File: src/rtl/fifo_rd_pkg.sv
// Shared types and default sizing for the FIFO read-side packer.
package fifo_rd_pkg;

  typedef enum logic [1:0] {
    FILL,
    HOLD,
    FLUSH
  } state_t;

  localparam int DEF_DATA_WIDTH = 8;
  localparam int DEF_PACK_COUNT = 4;

endpackage

File: src/rtl/fifo_rd_packer.sv
// FIFO read-port consumer: pops entries while the FIFO is non-empty and packs
// PACK_COUNT of them into one word on a valid/ready output slot.
module fifo_rd_packer
  import fifo_rd_pkg::*;
#(
  parameter int DATA_WIDTH = DEF_DATA_WIDTH,
  parameter int PACK_COUNT = DEF_PACK_COUNT,
  localparam int CNT_W = $clog2(PACK_COUNT + 1)
) (
  input  logic                             rclk,
  input  logic                             rrst,
  input  logic                             empty,
  input  logic [DATA_WIDTH-1:0]            data_out,
  output logic                             r_en,
  input  logic                             flush,
  output logic                             out_valid,
  input  logic                             out_ready,
  output logic [DATA_WIDTH*PACK_COUNT-1:0] out_data,
  output logic [CNT_W-1:0]                 out_cnt,
  output logic [15:0]                      word_count
);

  localparam logic [CNT_W-1:0] PACK_FULL = CNT_W'(PACK_COUNT);

  typedef logic [PACK_COUNT-1:0][DATA_WIDTH-1:0] acc_t;

  state_t           state, state_d;
  logic [CNT_W-1:0] cnt, cnt_d, cnt_cap;
  logic [CNT_W:0]   fill_sum;
  logic             inflight;
  logic             slot_free;
  logic             load;
  acc_t             acc, acc_d, word_d;

  always_comb begin
    state_d   = state;
    acc_d     = acc;
    load      = 1'b0;
    word_d    = '0;
    slot_free = !out_valid || out_ready;
    fill_sum  = {1'b0, cnt} + {{CNT_W{1'b0}}, inflight};
    r_en      = !rrst && (state == FILL) && !empty && (fill_sum < {1'b0, PACK_FULL});

    // A read issued last cycle lands in lane cnt regardless of state.
    for (int unsigned i = 0; i < PACK_COUNT; i++) begin
      if (inflight && (cnt == CNT_W'(i))) acc_d[i] = data_out;
    end
    cnt_cap = inflight ? cnt + CNT_W'(1) : cnt;
    cnt_d   = cnt_cap;

    unique case (state)
      FILL: begin
        if (inflight && (cnt_cap == PACK_FULL)) begin
          if (slot_free) begin
            load  = 1'b1;
            cnt_d = '0;
          end else begin
            state_d = HOLD;
          end
        end else if (flush && ((cnt != '0) || inflight)) begin
          state_d = FLUSH;
        end
      end
      HOLD: begin
        if (out_valid && out_ready) begin
          load    = 1'b1;
          cnt_d   = '0;
          state_d = FILL;
        end
      end
      FLUSH: begin
        if (!inflight && slot_free) begin
          load    = 1'b1;
          cnt_d   = '0;
          state_d = FILL;
        end
      end
      default: state_d = FILL;
    endcase

    // Lanes beyond the captured count are zeroed so partial words are clean.
    for (int unsigned i = 0; i < PACK_COUNT; i++) begin
      if (CNT_W'(i) < cnt_cap) word_d[i] = acc_d[i];
    end
  end

  always_ff @(posedge rclk) begin
    if (rrst) begin
      state      <= FILL;
      cnt        <= '0;
      inflight   <= 1'b0;
      acc        <= '0;
      out_valid  <= 1'b0;
      out_data   <= '0;
      out_cnt    <= '0;
      word_count <= '0;
    end else begin
      state    <= state_d;
      cnt      <= cnt_d;
      inflight <= r_en;
      acc      <= acc_d;
      if (load) begin
        out_valid <= 1'b1;
        out_data  <= word_d;
        out_cnt   <= cnt_cap;
      end else if (out_ready) begin
        out_valid <= 1'b0;
      end
      if (out_valid && out_ready && (word_count != 16'hFFFF)) begin
        word_count <= word_count + 16'd1;
      end
    end
  end

endmodule

File: config.mk
export PLATFORM = sky130hd
export DESIGN_NAME = fifo_rd_packer
export DESIGN_NICKNAME = d
export VERILOG_FILES = /design/src/rtl/fifo_rd_pkg.sv /design/src/rtl/fifo_rd_packer.sv
export SDC_FILE = /design/constraint.sdc
export NUM_CORES = 1
export LEC_CHECK = 0
export BUFFER_PORTS_ARGS = -buffer_cell sky130_fd_sc_hd__clkbuf_2
export CAP_MARGIN = 20
export CORE_UTILIZATION = 58
export CTS_BUF_LIST = sky130_fd_sc_hd__clkbuf_4
export DETAILED_ROUTE_END_ITERATION = 6
export PLACE_DENSITY = 0.82
export SETUP_SLACK_MARGIN = 0.02
export SLEW_MARGIN = 30
export SYNTH_ARGS = -nofsm -noshare
export SYNTH_HDL_FRONTEND = slang
export SYNTH_SLANG_ARGS = --single-unit
export TNS_END_PERCENT = 100
File: constraint.sdc
create_clock -name rclk -period 2.3 [get_ports rclk]
set_clock_uncertainty 0.05 [all_clocks]
set_input_delay 0.46 -clock rclk [delete_from_list [all_inputs] [get_ports rclk]]
set_output_delay 0.46 -clock rclk [all_outputs]
set_load 0.05 [all_outputs]
==> Yosys cells after proc, flatten, opt, wreduce, memory -nomap -nowiden <==
Index checks and enable logic that the tools add are counted.
{ "totals": {"wordCells": 80, "register_bits": 90, "in_bits": 13, "out_inout_bits": 53} }
{ "op_classes": {"muxes": 27, "n_lt_le_gt_ge": 5, "reduce_logical": 23, "n_eq_ne": 11, "add_sub_neg": 3} }
{ "ops": {"columns": ["cell", "count"], "rows": [
  ["$mux 8", 8],
  ["$add 16x1->16 const B", 1],
  ["$ne 16x16->1 const B", 1],
  ["$mux 3", 5],
  ["$logic_and 1x1->1", 12],
  ["$mux 2", 5],
  ["$pmux 3 s3", 1],
  ["$eq 3x2->1 const B", 2],
  ["$lt 1x3->1 const A", 2],
  ["$lt 2x3->1 const A", 2],
  ["$mux 1", 6],
  ["$pmux 2 s3", 1],
  ["$add 3x1->4", 1],
  ["$logic_not 1->1", 4],
  ["$lt 4x3->1 const B", 1],
  ["$ne 2x2->1 const B", 2],
  ["$reduce_and 4->1", 1],
  ["$add 3x1->3 const B", 1],
  ["$eq 3x1->1 const B", 1],
  ["$eq 3x3->1 const B", 1],
  ["$logic_not 3->1", 1],
  ["$ne 3x1->1 const B", 1],
  ["$ne 3x3->1 const B", 1],
  ["$pmux 1 s3", 1],
  ["6 further kinds", 7]
]} }

==> Logic depth before layout (Yosys ltp) <==
{ "depth": {"depth_word": 7, "depth_mapped": 7, "ltp_nobuf": 6} }

==> Worst setup path after synthesis <==
Ideal clock, no wire load.
{ "synth_path": {"path_type": "in2out", "startpoint": "input rrst", "endpoint": "output r_en", "setup_slack_ns": -0.614, "cell_stages": 3, "n_path_buf": 2, "arrival_time_ns": 2.404, "cell_sequence": "clkbuf_1 > clkbuf_1 > nor4_1"} }
{ "synth_via": {"elab_chain_cells": 4} }
{ "synth_lines": {"columns": ["item", "line_no", "rtl"], "rows": [
  ["from (decl)", "fifo_rd_packer.sv:11", "input logic rrst,"],
  ["$logic_not 1->1", "fifo_rd_packer.sv:42", "r_en = !rrst && (state == FILL) && !empty && (fill_sum < {1'b0, PACK_FULL});"],
  ["$logic_and 1x1->1 (3 in series)", "fifo_rd_packer.sv:42", null],
  ["to (decl)", "fifo_rd_packer.sv:14", "output logic r_en,"]
]} }
Every way passes these cells.

==> Final worst setup path <==
{ "layout_path": {"startpoint": "register cnt[1]", "endpoint": "register out_cnt[1]"} }
{ "layout_via": {"elab_chain_cells": 6} }
{ "layout_lines": {"columns": ["item", "line_no", "rtl"], "rows": [
  ["from (decl)", "fifo_rd_packer.sv:28", "logic [CNT_W-1:0] cnt, cnt_d, cnt_cap;"],
  ["from (signal assigned)", "fifo_rd_packer.sv:99", "cnt <= cnt_d;"],
  ["$add 3x1->3", "fifo_rd_packer.sv:48", "cnt_cap = inflight ? cnt + CNT_W'(1) : cnt;"],
  ["$mux 3 *", "fifo_rd_packer.sv:48", null],
  ["$eq 3x3->1", "fifo_rd_packer.sv:53", "if (inflight && (cnt_cap == PACK_FULL)) begin"],
  ["$logic_and 1x1->1", "fifo_rd_packer.sv:53", null],
  ["$mux 1", "fifo_rd_packer.sv:53", null],
  ["$pmux 1 s3", "fifo_rd_packer.sv:51", "unique case (state)"],
  ["to (signal assigned)", "fifo_rd_packer.sv:105", "out_cnt <= cnt_cap;"],
  ["to (decl)", "fifo_rd_packer.sv:19", "output logic [CNT_W-1:0] out_cnt,"]
]} }
Mark *: on every way between the ends. The rest lies on a longest branch, timed or not.
A chain may end at the register's enable or synchronous reset.

==> metrics <==
largest net degree at the start of global routing=47; commonest cells after routing, fill and taps aside=dfxtp_1 (90), clkbuf_2 (64), nor2_1 (33); first-pass iteration count of the detailed router=7; crit path cell chain=ha_1 > ha_1 > nor4b_4 > buf_4 > nand3_2 > nand2_4 > a211oi_1; max cap viols=0; die area=7080 um2; worst hold path depth=2; synth unique cells=52; CTS sink cnt=90; root buf cell=clkbuf_4; total routed wirelength=8490 um; CTS tree=yes; nets@finish=475; 1st-iter DRT viols=174; synthesized area=3910 um2; layout cells sized above 1=25.0%; post-DP HPWL=5940 um; I/O Buffers=65; R2R Setup Slk=120 ps; top cell type's share of synthesized area=46.0%; Startpoint Class=flip-flop; M2 GR Usage=40.9%; total number of vias=3082; flops & latches, synth=90; Post-route DRC=4; first-pass GRT wire length=14200 um; RSZ-0062 raised after global routing=yes; failing checks=DRC; GRT busiest layer=met2; met3 Track Usage GR=7.67%; Clock Pin Slew Worst Setup and Hold Paths=140 ps; fillers=514; Final ANT Viol Nets=0; Syn Nets=413; Highest Clock Rate=0.458 GHz; placed insts=520; initial antenna violation count=0; Register Area=1800 um2; io pins=66; VDD IR-drop max=0.469 mV; CP top delay family=simple AND/OR/NAND/NOR gates; Slew HR=53.7%; status=finished, violations left; met1 GRT Util=32.7%; hold_sp=empty; Worst Max-Slew Pin Slew=693 ps; CTS H-tree lvls=3; Gate Count Post-Synth=393; setup TNS=0 ps; fin crit period=2180 ps; Most common cell on crit path=ha_1; # setup viols final=0; CTS buffer count=9; CORE AREA=6420 um2; Setup Buffers After CTS=0; slowest stage delay, CP=380 ps; Post-synth EDFFs=0; Max Fanout on Critical Path=25; Avg Inst Size Synth=9.96 um2; Most used DFF post-synth=dfxtp_1; crit path capture type=flip-flop; Die Span X=84.1 um; DP Area=4290 um2; PD cells=712 nW/um2; ys async rst share=0%; fin crit share=94.8%; Max clock buf depth=2; Design Area, Final=4460 um2; footprint of the multi-input gates=2000 um2; Post-Layout Cell Count=537; ANT cells=0; total gr overflow=0; CTS Hold Bufs=0; CP required=2580 ps; Setup Crit Path Kind=reg2reg; Hold Violations, Final=0; data arrival time of the critical path=2460 ps; reg-to-reg endpoint=out_cnt[1]; reg2reg start=cnt[1]; Hold WC Path Type=in2reg; P_leak=1.86 nW; Crit. Startpoint=cnt[1]; Synth area leader=dfxtp_1; Seq/Total Area, Yosys=46.0%; yosys warns=0; Clk Latency, worst-skew pair=440 ps; CP max-delay cell=dfxtp_1; CP bufs+invs=1; Hold Path End=inflight; Area contributors post-synth=dfxtp_1 (46%), mux2i_1 (6.9%), o22a_1 (3.6%); Avg WL per Cell=15.8 um; area grow syn2layout=14.0%; Pins Over Slew Limit=0; Site Rows=29; Die H=84.1 um; GRT Total Usage=25.5%; most common cell after layout, fill and taps aside=dfxtp_1; number of global-route vias before repair=2936; R2R cell count=7; Starting Density=60.9%; routability cong.=0.831; vias per cell=5.74
==> state kept, by name, indices dropped and copies added, names as in the netlist <==
name and cells:
out_data 32, inflight 1, word_count 16, out_cnt 3, cnt 3, acc 32
out_valid 1, state 2
==> what timing repair did <==
action | in CTS | in global routing
endpoints found under the setup margin | 24 | 25
resized for setup | 0 | 3
pin swaps | 1 | 0
gates cloned | 1 | 0
==> cell type report <==
cell class                      instances  share of cell area (%)
Clock inverter                          6                    1.63
Tap cell                               77                    2.16
Timing Repair Buffer                   72                    8.80
Inverter                                6                   0.505
Multi-Input combinational cell        276                    44.9
Clock buffer                           10                    1.68
Sequential cell                        90                    40.4
==> kinds of logic after synthesis <==
group	count (synthesis)	synth area share [%]
buffers and inverters	28	3.80
multiplexers	37	9.78
AO/OA/AOI/OAI	71	16.0
flip-flops	90	46.0
AND/OR/NAND/NOR	160	22.2
adder cells (fa/ha/maj)	7	2.24
==> cells in the mapped netlist (all sizes together) (8+ instances only) <==
| master | number |
|---|---|
| clkbuf | 11 |
| nor3 | 22 |
| nand2 | 29 |
| nor2 | 35 |
| nand3 | 18 |
| buf | 11 |
| a2bb2oi | 9 |
| a21oi | 20 |
| nor2b | 10 |
| mux2 | 10 |
| nand2b | 19 |
| o22a | 16 |
| mux2i | 27 |
| a22o | 8 |
| dfxtp | 90 |
==> how the worst max path moves through the flow <==
stage	to	slack, ps	depth (start not counted)
finish	out_cnt[1]	120	7
global route	out_cnt[1]	-5	7
CTS	out_data[19]	50	6
detailed placement	out_data[31]	-30	6
global placement	out_data[26]	70	6
floorplan	word_count[6]	230	5
==> where the power goes <==
part | switching, mW | internal (mW)
clock network | 0.550 | 0.357
logic | 0.414 | 0.185
registers | 0.0423 | 1.63
==> layer usage <==
metal  share of wire (%)  wire [um]
met5                   0          0
met4                 1.4        119
met3                 5.3        452
met2                  48       4040
met1                  46       3870
==> worst reg2reg max path, stage by stage, from the launching register on <==
cell and delay [ps]:
dfxtp_1 380, ha_1 200, ha_1 340, nor4b_4 290
buf_4 170, nand3_2 170, nand2_4 330, a211oi_1 140
==> metrics by stage <==
step,setup WS [ps],hold slack [ps],utilization [%],power (mW)
2_1_floorplan,226,391,-,2.17
5_1_grt,-5.09,135,69.5,3.31
6_report,119,178,69.5,3.18
3_5_place_dp,-34.1,410,66.8,2.30
3_3_place_gp,67.2,402,66.8,2.28
4_1_cts,46.2,146,69.3,3.20
Note: power is estimated with default switching activity, not from simulation.
